$ cat src/rtl/if_id_skid_reg_pkg.sv
// Shared definitions for the IF/ID skid register: state encodings (which double as
// occupancy counts), the NOP instruction encoding and the reset/zero constant.
package if_id_skid_reg_pkg;

  typedef enum logic [1:0] {
    ST_EMPTY = 2'd0,
    ST_BUSY  = 2'd1,
    ST_FULL  = 2'd2
  } state_e;

  // ADDI x0,x0,0
  localparam logic [31:0] NOP_INST = 32'h0000_0013;
  localparam logic [63:0] ZERO     = 64'd0;

endpackage

$ cat src/rtl/if_id_entry.sv
// One PC+instruction holding register with asynchronous reset and load enable.
// Contents change only on load, so idle entries never toggle.
module if_id_entry
  import if_id_skid_reg_pkg::*;
#(
  parameter int PC_W   = 32,
  parameter int INST_W = 32
) (
  input  logic              i_clk,
  input  logic              i_rst,
  input  logic              i_load,
  input  logic [PC_W-1:0]   i_pc,
  input  logic [INST_W-1:0] i_inst,
  output logic [PC_W-1:0]   o_pc,
  output logic [INST_W-1:0] o_inst
);

  logic [PC_W-1:0]   r_pc;
  logic [INST_W-1:0] r_inst;

  always_ff @(posedge i_clk or posedge i_rst) begin
    if (i_rst) begin
      r_pc   <= PC_W'(ZERO);
      r_inst <= INST_W'(ZERO);
    end else if (i_load) begin
      r_pc   <= i_pc;
      r_inst <= i_inst;
    end
  end

  assign o_pc   = r_pc;
  assign o_inst = r_inst;

endmodule

$ cat src/rtl/if_id_skid_reg.sv
// Two-entry IF/ID skid buffer (main + skid register) with registered in_ready.
// Optional macro IF_ID_NOP_INJECT_EN forces out_inst to a NOP while out_valid is low.
module if_id_skid_reg
  import if_id_skid_reg_pkg::*;
#(
  parameter int PC_W   = 32,
  parameter int INST_W = 32
) (
  input  logic              clk,
  input  logic              rst,
  input  logic              flush,
  input  logic              in_valid,
  output logic              in_ready,
  input  logic [PC_W-1:0]   in_pc,
  input  logic [INST_W-1:0] in_inst,
  output logic              out_valid,
  input  logic              out_ready,
  output logic [PC_W-1:0]   out_pc,
  output logic [INST_W-1:0] out_inst,
  output logic [1:0]        occupancy
);

  // Handshake: a transfer happens on a rising edge where valid and ready are both 1;
  // the producer holds its payload while valid is high and ready is low.

  state_e              r_state;
  state_e              w_next;
  logic                r_in_ready;
  logic                w_in_xfer;
  logic                w_out_xfer;
  logic                w_load_main;
  logic                w_load_skid;
  logic [PC_W-1:0]     w_main_d_pc;
  logic [INST_W-1:0]   w_main_d_inst;
  logic [PC_W-1:0]     w_main_pc;
  logic [INST_W-1:0]   w_main_inst;
  logic [PC_W-1:0]     w_skid_pc;
  logic [INST_W-1:0]   w_skid_inst;

  assign w_in_xfer  = in_valid & r_in_ready;
  assign w_out_xfer = out_valid & out_ready;

  always_comb begin
    w_next      = r_state;
    w_load_main = 1'b0;
    w_load_skid = 1'b0;
    if (flush) begin
      w_next = ST_EMPTY;
    end else begin
      case (r_state)
        ST_EMPTY: begin
          if (w_in_xfer) begin
            w_next      = ST_BUSY;
            w_load_main = 1'b1;
          end
        end
        ST_BUSY: begin
          case ({w_in_xfer, w_out_xfer})
            2'b11: w_load_main = 1'b1;
            2'b10: begin
              w_next      = ST_FULL;
              w_load_skid = 1'b1;
            end
            2'b01: w_next = ST_EMPTY;
            default: ;
          endcase
        end
        ST_FULL: begin
          if (w_out_xfer) begin
            w_next      = ST_BUSY;
            w_load_main = 1'b1;
          end
        end
        default: w_next = ST_EMPTY;
      endcase
    end
  end

  always_ff @(posedge clk or posedge rst) begin
    if (rst) begin
      r_state    <= ST_EMPTY;
      r_in_ready <= 1'b1;
    end else begin
      r_state    <= w_next;
      // Derived from next state so in_ready has no combinational input path.
      r_in_ready <= (w_next != ST_FULL);
    end
  end

  // Main reloads from skid when draining FULL, otherwise straight from fetch.
  assign w_main_d_pc   = (r_state == ST_FULL) ? w_skid_pc   : in_pc;
  assign w_main_d_inst = (r_state == ST_FULL) ? w_skid_inst : in_inst;

  if_id_entry #(.PC_W(PC_W), .INST_W(INST_W)) u_main (
    .i_clk  (clk),
    .i_rst  (rst),
    .i_load (w_load_main),
    .i_pc   (w_main_d_pc),
    .i_inst (w_main_d_inst),
    .o_pc   (w_main_pc),
    .o_inst (w_main_inst)
  );

  if_id_entry #(.PC_W(PC_W), .INST_W(INST_W)) u_skid (
    .i_clk  (clk),
    .i_rst  (rst),
    .i_load (w_load_skid),
    .i_pc   (in_pc),
    .i_inst (in_inst),
    .o_pc   (w_skid_pc),
    .o_inst (w_skid_inst)
  );

  assign in_ready  = r_in_ready;
  assign out_valid = (r_state != ST_EMPTY);
  assign occupancy = r_state;
  assign out_pc    = w_main_pc;

`ifdef IF_ID_NOP_INJECT_EN
  assign out_inst = out_valid ? w_main_inst : INST_W'(NOP_INST);
`else
  assign out_inst = w_main_inst;
`endif

endmodule

$ cat config.mk
export PLATFORM = sky130hd
export DESIGN_NAME = if_id_skid_reg
export DESIGN_NICKNAME = d
export VERILOG_FILES = /design/src/rtl/if_id_skid_reg_pkg.sv /design/src/rtl/if_id_entry.sv /design/src/rtl/if_id_skid_reg.sv
export SDC_FILE = /design/constraint.sdc
export NUM_CORES = 1
export LEC_CHECK = 0
export BUFFER_PORTS_ARGS = -buffer_cell sky130_fd_sc_hd__buf_2
export CAP_MARGIN = 15
export CORE_ASPECT_RATIO = 0.9
export CORE_MARGIN = 8
export CORE_UTILIZATION = 59
export CTS_CLUSTER_SIZE = 10
export DETAILED_ROUTE_END_ITERATION = 10
export PLACE_DENSITY = 0.84
export SYNTH_ARGS = -nofsm -noshare
export SYNTH_HDL_FRONTEND = slang
export SYNTH_HIERARCHICAL = 1
export SYNTH_SLANG_ARGS = --single-unit
$ cat constraint.sdc
create_clock -name clk -period 3.25 [get_ports clk]
set_clock_uncertainty 0.15 [all_clocks]
set_input_delay 0.65 -clock clk [delete_from_list [all_inputs] [get_ports clk]]
set_output_delay 0.65 -clock clk [all_outputs]
set_load 0.01 [all_outputs]
==> metrics.md <==
| Metric | Value |
|---|---|
| Placement Rows | `36` |
| Starting Density | `60.1%` |
| Fin. max-slew vios | `0` |
| Type of origin of the critical path | `register` |
| Width of the chip | `126 um` |
| Area used by multi-input combinational logic | `2880 sq um` |
| Clock sinks | `131` |
| Die Ht | `115 um` |
| Number of fill cells in the layout | `674` |
| Instance count along the most critical hold path | `2` |
| Yosys cell types | `20` |
| Total number of nets in the final design | `571` |
| All-layer global routing usage | `18.9%` |
| Mapped Area | `6470 sq um` |
| PD cells | `711 nW/um^2` |
| Maximum number of pins on one net before global-route repair | `65` |
| Number of buffers on the longest clock path | `2` |
| Layout Area Growth over Synthesis | `19.8%` |
| Critical path capture point type | `output pin` |
| Hold path startpoint | `out_ready` |
| Initial antenna violation count | `0` |
| Hold/Removal Path Class | `input pin to register` |
| Standard cell core area | `10800 sq um` |
| Storage element area | `3280 sq um` |
| Antenna diode count | `0` |
| Post-synthesis net count | `431` |
| Least setup slack across all paths after layout | `1.09 ns` |
| Inserted Clock Buffers | `17` |
| Clock tree from TritonCTS | `yes` |
| Detailed-router iteration count before antenna repair | `4` |
| Slew @ Worst Pin | `0.779 ns` |
| Ranking of synthesized cells by area | `dfrtp_1 (50%), mux2_4 (37%), mux2_2 (5.9%), buf_12 (3.7%), buf_6 (1.2%)` |
| Unrepaired setup endpoints after global routing | `no` |
| Maximum fanout along the worst path | `7` |
| CTS HTree Levels | `4` |
| Endpoint of the lowest-slack register-to-register path | `u_main/o_inst[27]` |
| Global-route wire length before repair | `21400 um` |
| CP Data Required Time | `2.45 ns` |
| Setup TNS Final | `0 ns` |
| Maximum Capacitance Violations | `0` |
| Proportion of netlist area held by the largest area contributor | `50.3%` |
| Total gr overflow | `0` |
| Post-synthesis cell count | `362` |
| Number of placed I/O pins | `137` |
| Detail-routed via count per cell | `5.30` |
| Register-to-register setup slack | `1.10 ns` |
| Class of the most critical setup path | `register to output pin` |
| Hpwl dp | `8650 um` |
| Detailed-route wire length per cell | `19.9 um` |
| Number of setup violations in the final report | `0` |
| Die area | `14600 sq um` |
| DRC marker count from the first detailed-route iteration | `194` |
| Via total after detailed routing | `3432` |
| Number of cells upsized or downsized after cts | `0` |
| Final hold slack | `0.316 ns` |
| Number of input and output port buffers inserted | `136` |
| Maximum resistive drop on vdd | `0.000564 V` |
| Clock transition at the registers of the reported paths | `0.05 ns` |
| Arr. time, crit path | `1.36 ns` |
| Number of global-route vias before repair | `4005` |
| Static Leakage | `3.89 nW` |
| Library cell used as clock root buffer | `clkbuf_16` |
| Remaining number of nets flagged by the antenna check after routing | `0` |
| Insertion delay to the later sink of the worst-skew pair | `0.41 ns` |
| Dominant cell type by area after synthesis | `dfrtp_1` |
| Post-detailed-placement cell area | `7110 sq um` |
| RD Place Congestion | `0.726` |
| Final routed wirelength across all metal layers | `12900 um` |
| Hold Crit Endpoint | `occupancy[1]` |
| F_max | `0.464 GHz` |
| Total count of hold-check failures in the final report | `0` |
| Final cell area excluding filler cells | `7750 sq um` |
| Cell count of the worst reg-to-reg path | `5` |
| Critical register-to-register path startpoint | `occupancy[1]` |
| Fraction of layout instances using a drive strength above 1 | `71.8%` |
| Number of synthesis warnings | `6` |
| Total power consumption of the routed design | `0.00551 W` |
| Share of synthesized area occupied by flip-flops and latches | `50.7%` |
| Average footprint of a synthesized cell | `17.9 sq um` |
| Worst slew slack as a fraction of its limit | `48.0%` |
| Place WS | `0.875 ns` |
| Outcome | `finished clean` |
| Minimum clock period after layout | `2.16 ns` |
| Period Utilization, post-route | `66.3%` |
| Number of synthesized register bits | `131` |
| Post-route DRC violation count | `0` |
-- area by class of cell --
type	instances	area share [%]
sequential	131	42.3
timing repair buffer	142	10.2
clock inverter	10	1.99
multi-input combinational	207	37.1
inverter	3	0.145
tap	133	2.15
clock buffer	22	6.12
-- cell families after synthesis --
group,count (synthesis),share of synthesized area [%]
simple gates,10,0.870
flops,131,50.7
compound gates,4,0.464
buf+inv,24,5.26
mux,192,42.6
xor+xnor,1,0.135
-- worst max-delay path, cell delays in order, from the launching register on --
cell and delay [ns]:
dfrtp_1 0.46, or2_2 0.33, buf_2 0.16
-- worst max path at each step --
stage	end	slack, ns	start	cells past startpoint
after CTS	out_valid	1.07	occupancy[1]	2
after detailed placement	u_skid/o_inst[24]	0.88	out_ready	5
final	out_valid	1.09	occupancy[1]	2
after global routing	u_main/o_pc[3]	1.01	occupancy[0]	4
after global placement	u_skid/o_inst[24]	0.92	out_ready	5
after floorplan	u_main/o_inst[0]	0.85	rst	1
-- cell usage after synthesis --
library cell	number
or2_2	1
a211oi_1	1
nor2_1	1
nand2b_1	2
o2bb2ai_1	1
nor4_1	1
buf_2	2
a211o_1	1
inv_1	3
nand2_1	3
nand3b_1	1
a21oi_1	1
buf_12	12
mux2_4	158
dfstp_2	1
mux2_2	34
dfrtp_1	130
and3b_1	1
xor2_1	1
buf_6	7
-- cells in the final DEF (no fill, tap or decap) --
master / n
a211o_1: 1
a211oi_1: 1
a21oi_4: 1
and3b_1: 1
buf_12: 5
buf_2: 136
bufinv_16: 4
clkbuf_1: 2
clkbuf_16: 17
clkbuf_8: 3
clkinv_2: 5
clkinv_4: 1
dfrtp_1: 130
dfstp_2: 1
dlygate4sd3_1: 1
inv_1: 1
inv_2: 2
mux2_2: 34
mux2_4: 158
nand2_1: 3
nand2b_1: 1
nand2b_4: 1
nand3b_1: 1
nor2_1: 1
nor4_2: 1
o2bb2ai_1: 1
or2_2: 1
xor2_1: 1
-- power breakdown --
part           internal (W)  switching, W
Clock               0.00134      0.000664
Sequential          0.00206      0.000251
Combinational      0.000781      0.000415
-- what timing repair did --
action	4_1_cts	5_1_grt
hold buffers	1	0
buffers inserted	0	0
hold endpoints to repair	2	0
-- routing by layer --
| metal | part of all wire [%] | track usage [%] | vias up |
|---|---|---|---|
| li1 | - | - | 1568 |
| met1 | 43 | 22.6 | 1753 |
| met2 | 50 | 31.1 | 98 |
| met3 | 5.6 | 6.54 | 13 |
| met4 | 1.0 | 6.73 | 0 |
| met5 | 0 | 0 | - |
-- state kept, by name (all words and copies together), names as in the netlist --
register	flops
u_skid/o_inst	32
occupancy	2
u_main/o_pc	32
in_ready	1
u_main/o_inst	32
u_skid/o_pc	32
-- through the flow --
step | util, % | cells
CTS | 72.0 | 648
global route | 72.0 | 648
finish | 72.0 | 648
global placement | 66.1 | 615
floorplan | - | 362
detailed placement | 66.1 | 615
No activity file was read; power rests on OpenSTA's default activity.
